### src/rtl/ps2_key_sched.sv
// PS/2 key-event scheduler: synchronizes the driver keyword, waits for it to settle,
// decodes make/break into a held bitmap and queues one press event per key-down.
module ps2_key_sched #(
  parameter int unsigned STABLE_CYC = 4,
  parameter int unsigned FIFO_DEPTH = 4
) (
  input  logic        sys_clk,
  input  logic        rst_n,
  input  logic [15:0] key_code,
  output logic        ev_valid,
  output logic [2:0]  ev_key,
  input  logic        ev_ready,
  output logic [7:0]  held,
  output logic        overflow,
  input  logic        clr_overflow
);

  localparam int unsigned CntW  = $clog2(STABLE_CYC + 1);
  localparam int unsigned AddrW = $clog2(FIFO_DEPTH);
  localparam logic [CntW-1:0] CntMax = CntW'(STABLE_CYC);
  localparam logic [CntW-1:0] CntOne = CntW'(1);
  localparam logic [AddrW:0]  PtrOne = (AddrW + 1)'(1);

  typedef enum logic [1:0] {StIdle, StSettle, StDecode} state_e;

  state_e          r_state, w_state_d;
  logic [15:0]     r_s1, r_s2;
  logic [15:0]     r_last_kw, w_last_kw_d;
  logic [15:0]     r_cand, w_cand_d;
  logic [CntW-1:0] r_cnt, w_cnt_d;
  logic [7:0]      r_held, w_held_d;
  logic            r_overflow;

  logic [2:0]      r_mem [FIFO_DEPTH];
  logic [AddrW:0]  r_wr_ptr, r_rd_ptr;

  logic            w_hit;
  logic [2:0]      w_id;
  logic            w_release, w_push, w_pop, w_wr_en, w_drop;
  logic            w_empty, w_full;

  always_ff @(posedge sys_clk or negedge rst_n) begin
    if (!rst_n) begin
      r_s1 <= '0;
      r_s2 <= '0;
    end else begin
      r_s1 <= key_code;
      r_s2 <= r_s1;
    end
  end

  always_ff @(posedge sys_clk or negedge rst_n) begin
    if (!rst_n) begin
      r_state   <= StIdle;
      r_last_kw <= '0;
      r_cand    <= '0;
      r_cnt     <= '0;
    end else begin
      r_state   <= w_state_d;
      r_last_kw <= w_last_kw_d;
      r_cand    <= w_cand_d;
      r_cnt     <= w_cnt_d;
    end
  end

  always_comb begin
    w_state_d   = r_state;
    w_last_kw_d = r_last_kw;
    w_cand_d    = r_cand;
    w_cnt_d     = r_cnt;
    unique case (r_state)
      StIdle: begin
        if (r_s2 != r_last_kw) begin
          w_cand_d  = r_s2;
          w_cnt_d   = CntOne;
          w_state_d = StSettle;
        end
      end
      StSettle: begin
        // Any change restarts the full stability window from the new value.
        if (r_s2 != r_cand) begin
          w_cand_d = r_s2;
          w_cnt_d  = CntOne;
        end else if (r_cnt == CntMax) begin
          w_state_d = StDecode;
        end else begin
          w_cnt_d = r_cnt + CntOne;
        end
      end
      StDecode: begin
        w_last_kw_d = r_cand;
        w_state_d   = StIdle;
      end
      default: w_state_d = StIdle;
    endcase
  end

  // Prefix bytes 0xF0/0xE0 are absent from this table, so a bare prefix never acts.
  always_comb begin
    w_hit = 1'b1;
    w_id  = 3'd0;
    case (r_cand[7:0])
      8'h1C:   w_id = 3'd0;
      8'h23:   w_id = 3'd1;
      8'h1D:   w_id = 3'd2;
      8'h1B:   w_id = 3'd3;
      8'h16:   w_id = 3'd4;
      8'h1E:   w_id = 3'd5;
      8'h75:   w_id = 3'd6;
      8'h5A:   w_id = 3'd7;
      default: w_hit = 1'b0;
    endcase
  end

  always_comb begin
    w_release = 1'b0;
    w_push    = 1'b0;
    w_held_d  = r_held;
    if (r_state == StDecode && w_hit) begin
      if (r_cand[15:8] == 8'hF0) begin
        w_release        = 1'b1;
        w_held_d[w_id]   = 1'b0;
      end else if (!r_held[w_id]) begin
        w_push           = 1'b1;
        w_held_d[w_id]   = 1'b1;
      end
    end
  end

  assign w_empty = (r_wr_ptr == r_rd_ptr);
  assign w_full  = (r_wr_ptr[AddrW] != r_rd_ptr[AddrW]) &&
                   (r_wr_ptr[AddrW-1:0] == r_rd_ptr[AddrW-1:0]);
  assign w_pop   = !w_empty && ev_ready;
  assign w_wr_en = w_push && (!w_full || w_pop);
  assign w_drop  = w_push && w_full && !w_pop;

  always_ff @(posedge sys_clk or negedge rst_n) begin
    if (!rst_n) begin
      r_wr_ptr <= '0;
      r_rd_ptr <= '0;
      for (int i = 0; i < int'(FIFO_DEPTH); i++) r_mem[i] <= '0;
    end else begin
      if (w_wr_en) begin
        r_mem[r_wr_ptr[AddrW-1:0]] <= w_id;
        r_wr_ptr                   <= r_wr_ptr + PtrOne;
      end
      if (w_pop) r_rd_ptr <= r_rd_ptr + PtrOne;
    end
  end

  always_ff @(posedge sys_clk or negedge rst_n) begin
    if (!rst_n) begin
      r_held     <= '0;
      r_overflow <= 1'b0;
    end else begin
      r_held <= w_held_d;
      if (w_drop) r_overflow <= 1'b1;
      else if (clr_overflow) r_overflow <= 1'b0;
    end
  end

  assign ev_valid = !w_empty;
  assign ev_key   = r_mem[r_rd_ptr[AddrW-1:0]];
  assign held     = r_held;
  assign overflow = r_overflow;

endmodule
### config.mk
export PLATFORM = sky130hd
export DESIGN_NAME = ps2_key_sched
export DESIGN_NICKNAME = d
export VERILOG_FILES = /design/src/rtl/ps2_key_sched.sv
export SDC_FILE = /design/constraint.sdc
export NUM_CORES = 1
export LEC_CHECK = 0
export ABC_AREA = 1
export CORE_MARGIN = 5
export CORE_UTILIZATION = 58
export CTS_CLUSTER_DIAMETER = 40
export DETAILED_ROUTE_END_ITERATION = 8
export PLACE_DENSITY = 0.75
export SLEW_MARGIN = 25
export SYNTH_ARGS = -nofsm -noshare
export SYNTH_HDL_FRONTEND = slang
export SYNTH_SLANG_ARGS = --single-unit
### constraint.sdc
create_clock -name sys_clk -period 2.2 [get_ports sys_clk]
set_input_delay 0.44 -clock sys_clk [delete_from_list [all_inputs] [get_ports sys_clk]]
set_output_delay 0.44 -clock sys_clk [all_outputs]
set_load 0.005 [all_outputs]
==> reports/metrics.csv, run 1 <==
stage,metric,value,unit
yosys,"Seq/Total Area, Yosys",0.543,
timing,final setup violation count,0,
routing,max layer used,met4,
yosys,Synth area leader,dfrtp_1,
floorplanning,IO Count,33,
placed_design,Cell Count Post-Placement,637,
yosys,Avg Inst Size Synth,8.74,sq um
power_and_ir_drop,Net Sw Power,0.00102,W
global_routing,Total GRT Usage,0.195,
clock_network,Clock transition at path regs,0.10,ns
timing,"Period Utilization, post-route",0.967,
yosys,Netlist cell types,30,
clock_network,H-tree depth,3,
placed_design,Setup Slack @ Placement,0.188,ns
power_and_ir_drop,sequential fraction of design power,0.529,
critical_path,WP data required,1.76,ns
critical_path,biggest cell delay along the critical path,0.49,ns
layout,layout cells sized above 1,0.127,
timing,Slew HR,0.603,
critical_path,critical path cell sequence,buf_6 > xor2_1 > a21oi_2 > nand2_2 > dlygate4sd2_1,
routing,Iteration-0 DRC Markers,143,
clock_network,clock sink count,96,
global_routing,Overflow after GRT,0,
worst_hold_path,worst min path class,in2async,
timing,time the worst path needs with I/O delays and setup,2.13,ns
routing,vias per cell,5.24,
power_and_ir_drop,PwrDens,708,nW/um^2
routing,Vias,3445,
clock_network,CTS Buf Count,9,
power_and_ir_drop,Pleak,2.62,nW
yosys,Synth Register Bits,96,
layout,Nets,580,
routing,wl on met1,4110,microns
floorplanning,effective utilization at floorplan,0.603,
routing,drt total wl,8660,microns
power_and_ir_drop,Pint,0.00264,W
routing,drt pass-1 iters,4,
power_and_ir_drop,Gate power share,0.143,
yosys,Post-Synthesis Cells,506,
layout,"most common cell after layout, fill and taps aside",nand2_1,
floorplanning,Die X,97.3,microns
critical_path,arrival time of the worst setup path,1.69,ns
timing,Fmax,0.470,GHz
floorplanning,die footprint,9470,sq um
power_and_ir_drop,switch share,0.278,
yosys,YS warnings,0,
critical_path,Critical Path Sink Type,primary output,
yosys,"top cells by area, synth","dfrtp_1 54%, nand2_1 12%, o21ai_0 4.8%, inv_1 3.6%, nor2_1 3.6%",
placed_design,DP Wirelength,6260,microns
critical_path,crit path launch type,flop,
global_routing,first-pass GRT wire length,15300,microns
clock_network,Max clock buf depth,2,
power_and_ir_drop,clock power share,0.328,
layout,fillers,571,
global_routing,vias in the first global route,3360,
layout,"commonest non-fill, non-tap cells in the layout","144 x nand2_1, 94 x dfrtp_1, 42 x nor2_1, 42 x o21ai_0, 41 x inv_1",
timing,Slew @ Worst Pin,0.593,ns
critical_path,Critical Path Slowest Stage Cell,dfrtp_2,
job,number of max-cap violations,0,
status,status,finished clean,
timing,Pins Over Slew Limit,0,
timing,fin worst setup slack,0.0719,ns
placed_design,port bufs,32,
global_routing,initial antenna violation count,0,
placed_design,GPL Wtd Cong,0.962,
routing,wire length per cell,13.2,microns
yosys,synthesized area,4420,sq um
clock_network,insertion delay to the later sink of the worst-skew pair,0.36,ns
clock_network,CTS Root Cell,clkbuf_8,
routing,# DRC,0,
timing,Final Hold Viols,0,
timing,Layout Skew,0.0137,ns
critical_path,CP max FO,8,
critical_path,Worst R2R Path Depth,13,
routing,Final ANT Viol Nets,0,
critical_path,critical path class,reg2out,
routing,WL met3,373,microns
power_and_ir_drop,Power Total,0.00366,W
routing,metal2 WL,4070,microns
timing,RSZ-0062 raised after global routing,false,
floorplanning,CORE AREA,7330,sq um
layout,post-route insts no fill,657,
yosys,post-synth top area share,0.543,
layout,Syn-to-layout area delta,16.7,%
floorplanning,std cell rows,31,
clock_network,CTS tree,yes,
power_and_ir_drop,VDD IR-drop max,0.500,mV
layout,diodes inserted,0,
timing,Fin Setup TNS,0,ns
yosys,Syn Nets,533,
global_routing,largest net degree at the start of global routing,38,
floorplanning,Die Y,97.3,microns
## cells by family (layout without fill, tap and decap cells)
kind of cell,Yosys count,in the layout,share of synthesized area
compound gates,51,51,0.0594
xor+xnor,25,25,0.0495
fa+ha+maj,7,7,0.0198
buf+inv,64,116,0.0591
flops,96,96,0.543
simple gates,263,263,0.269
## power by group through the flow
stage	sequential [W]	clock [W]	combinational [W]
floorplan	0.00192	0	0.000296
global placement	0.00195	0	0.000470
detailed placement	0.00196	0	0.000490
CTS	0.00193	0.00124	0.000493
global route	0.00194	0.00131	0.000583
finish	0.00193	0.00120	0.000524
## what timing repair did
item                                    4_1_cts  5_1_grt
resized for setup                             5       10
hold buffers                                  0        0
endpoints found under the setup margin        4       14
pin swaps                                     0        2
gates cloned                                  0        1
setup buffers                                 0        3
## cell type report
cell class,count,area [sq um],area share
well taps,99,124,0.0240
multi-input cells,346,1770,0.343
repair buffers,46,448,0.0868
flip-flops and latches,96,2400,0.466
clock buffers,9,124,0.0240
inverters,54,205,0.0398
clock inverters,7,85.1,0.0165
## routing by layer
layer	GRT usage	vias to the layer above
met5	0	-
met4	0.0490	0
met3	0.0517	12
met2	0.314	79
met1	0.264	1639
li1	-	1715
## path summary, 6_finish.rpt
path	startpoint	to	slack, ns
max	r_rd_ptr[0]	ev_valid	0.07
min	rst_n	r_last_kw[0]	0.03
max reg2reg	r_cand[2]	r_mem[7]	0.19
min reg2reg	r_s1[1]	r_s2[1]	0.35
max in group asynchronous	rst_n	r_rd_ptr[1]	1.56
min in group sys_clk	r_s1[1]	r_s2[1]	0.35
## Yosys cell counts
cell / n
nand2_1: 146
dfrtp_1: 96
inv_1: 43
nor2_1: 43
o21ai_0: 42
nand4_1: 25
nand3_1: 22
xnor2_1: 15
inv_2: 10
xor2_1: 10
ha_1: 7
nor2_2: 6
a21oi_1: 5
or2_2: 5
buf_2: 4
nor3_1: 4
clkbuf_1: 3
nand2_2: 3
o22ai_1: 3
buf_6: 2
nand3_2: 2
nor3_4: 2
clkbuf_2: 1
clkinv_1: 1
nand2_4: 1
nand3_4: 1
nand3b_2: 1
nor3b_1: 1
nor4_1: 1
o21ai_2: 1
## sequential cells by signal (all words and copies together), names as in the netlist, 2 cells and up, named ones only
name	flops
r_mem	12
r_cand	16
r_rd_ptr	3
r_s1	16
r_last_kw	16
r_wr_ptr	3
r_state	2
r_cnt	3
r_s2	16
## stage by stage
stage / hold WS, ns / area (sq um) / util
2_1_floorplan: 0.144 / 4420 / -
3_3_place_gp: 0.331 / 4890 / 0.668
3_5_place_dp: 0.336 / 4890 / 0.668
4_1_cts: 0.0349 / 5110 / 0.697
5_1_grt: 0.0581 / 5160 / 0.704
6_report: 0.0333 / 5160 / 0.704
## worst max-delay path: cells and delay by family, from the launching register on
family          cells  cell delay, ns
compound gates      1            0.18
xor+xnor            1            0.16
buf+inv             2            0.42
flops               1            0.49
simple gates        1            0.08
No activity file was read; power rests on OpenSTA's default activity.
==> inputs of run 2 (changes only) <==
- HOLD_SLACK_MARGIN: not set -> 0.06
==> reports/metrics.csv, run 2 (same netlist as run 1, synthesis figures left out) <==
stage,metric,value,unit,change
routing,Final ANT Viol Nets,0,,unchanged
timing,Final Hold Viols,0,,unchanged
floorplanning,CORE AREA,7330,sq um,unchanged
worst_hold_path,worst min path class,reg2reg,,was in2async
global_routing,Total GRT Usage,0.195,,about the same
clock_network,Clock transition at path regs,0.10,ns,about the same
clock_network,insertion delay to the later sink of the worst-skew pair,0.36,ns,about the same
routing,vias per cell,5.21,,was 5.24
clock_network,clock sink count,96,,unchanged
floorplanning,IO Count,33,,unchanged
clock_network,Max clock buf depth,2,,unchanged
placed_design,Setup Slack @ Placement,0.188,ns,unchanged
routing,Iteration-0 DRC Markers,146,,was 143
global_routing,initial antenna violation count,0,,unchanged
layout,fillers,570,,was 571
critical_path,critical path class,reg2out,,unchanged
global_routing,first-pass GRT wire length,15300,microns,about the same
routing,drt pass-1 iters,4,,unchanged
critical_path,WP buf/inv,2,,unchanged
layout,layout cells sized above 1,0.127,,about the same
critical_path,CP max FO,8,,unchanged
critical_path,WP data required,1.76,ns,about the same
global_routing,largest net degree at the start of global routing,38,,unchanged
floorplanning,Die Y,97.3,microns,unchanged
timing,fin worst setup slack,0.0727,ns,was 0.0719 ns
global_routing,vias in the first global route,3363,,was 3360
layout,Syn-to-layout area delta,16.9,%,was 16.7%
critical_path,Critical Path Slowest Stage Cell,dfrtp_2,,unchanged
clock_network,H-tree depth,3,,unchanged
timing,Slew HR,0.599,,was 0.603
timing,RSZ-0062 raised after global routing,false,,unchanged
timing,Fmax,0.470,GHz,about the same
layout,"commonest non-fill, non-tap cells in the layout","144 x nand2_1, 94 x dfrtp_1, 42 x nor2_1, 42 x o21ai_0, 41 x inv_1",,unchanged
timing,Fin Setup TNS,0,ns,unchanged
floorplanning,std cell rows,31,,unchanged
timing,final setup violation count,0,,unchanged
timing,Pins Over Slew Limit,0,,unchanged
floorplanning,die footprint,9470,sq um,unchanged
status,status,finished clean,,unchanged
critical_path,biggest cell delay along the critical path,0.49,ns,about the same
timing,Slew @ Worst Pin,0.600,ns,was 0.593 ns
layout,diodes inserted,0,,unchanged
floorplanning,effective utilization at floorplan,0.603,,unchanged
timing,"Period Utilization, post-route",0.967,,about the same
routing,wire length per cell,13.2,microns,about the same
routing,drt total wl,8680,microns,was 8660 microns
global_routing,Overflow after GRT,0,,unchanged
timing,WHS,0.347,ns,was 0.0333 ns
critical_path,arrival time of the worst setup path,1.69,ns,about the same
timing,time the worst path needs with I/O delays and setup,2.13,ns,about the same
floorplanning,Die X,97.3,microns,unchanged
placed_design,GPL Wtd Cong,0.962,,unchanged
job,number of max-cap violations,0,,unchanged
clock_network,CTS tree,yes,,unchanged
critical_path,Critical Path Sink Type,primary output,,unchanged
clock_network,CTS Root Cell,clkbuf_8,,unchanged
layout,"most common cell after layout, fill and taps aside",nand2_1,,unchanged
power_and_ir_drop,Pleak,2.62,nW,about the same
timing,Layout Skew,0.0133,ns,was 0.0137 ns
power_and_ir_drop,VDD IR-drop max,0.500,mV,about the same
power_and_ir_drop,PwrDens,707,nW/um^2,was 708 nW/um^2
layout,Nets,581,,was 580
critical_path,crit path launch type,flop,,unchanged
critical_path,"CP delay by family, top",flip-flops,,unchanged
clock_network,CTS Buf Count,9,,unchanged
placed_design,port bufs,32,,unchanged
critical_path,critical path cell sequence,buf_6 > xor2_1 > a21oi_2 > nand2_2 > dlygate4sd2_1,,unchanged
placed_design,DP Wirelength,6260,microns,unchanged
routing,# DRC,0,,unchanged
routing,Vias,3428,,was 3445
## run 2: cell types whose count changed in the layout (fill, tap and decap cells not counted)
cell / previous run / this run
dlygate4sd3_1: 0 / 1
## run 2: where the power goes
group / leakage (nW) / switching, W / internal (W)
Sequential: 1.21 / 0.0000918 / 0.00184
Combinational: 1.31 / 0.000276 / 0.000250
Clock: 0.107 / 0.000649 / 0.000550
## run 2: metrics by stage
stage                     std cells  total power [W]  utilization  instance area (sq um)
after floorplan                 506          0.00222            -                   4420
after global placement          637          0.00242        0.668                   4890
after detailed placement        637          0.00245        0.668                   4890
after CTS                       654          0.00367        0.698                   5120
after global routing            658          0.00383        0.705                   5170
final                           658          0.00366        0.705                   5170
## run 2: cell type report
type | count | area (sq um) | share of cell area
Multi-Input combinational cell | 346 | 1770 | 0.342
Timing Repair Buffer | 47 | 458 | 0.0886
Clock buffer | 9 | 124 | 0.0240
Clock inverter | 7 | 85.1 | 0.0165
Sequential cell | 96 | 2400 | 0.465
Inverter | 54 | 205 | 0.0397
Tap cell | 99 | 124 | 0.0240
## run 2: layer usage
metal	up-vias	track usage	routed length [microns]
li1	1716	-	-
met1	1627	0.265	4110
met2	76	0.314	4090
met3	9	0.0517	397
met4	0	0.0490	85
met5	-	0	0
## run 2: path summary, 6_finish.rpt
path	cells past startpoint	startpoint	slack [ns]	end
min reg2reg	0	r_s1[1]	0.35	r_s2[1]
min in group asynchronous	2	rst_n	0.58	r_s2[9]
max in group asynchronous	3	rst_n	1.01	r_rd_ptr[1]
max reg2reg	13	r_cand[2]	0.21	r_mem[7]
min	0	r_s1[1]	0.35	r_s2[1]
max	5	r_rd_ptr[0]	0.07	ev_valid
## run 2: timing repair
| item | 4_1_cts | 5_1_grt |
|---|---|---|
| cloned | 0 | 1 |
| hold endpoints to repair | 34 | 0 |
| buffers inserted | 0 | 3 |
| hold buffers | 1 | 0 |
| setup endpoints to repair | 4 | 14 |
| pin swaps | 0 | 2 |
| resized for setup | 5 | 10 |
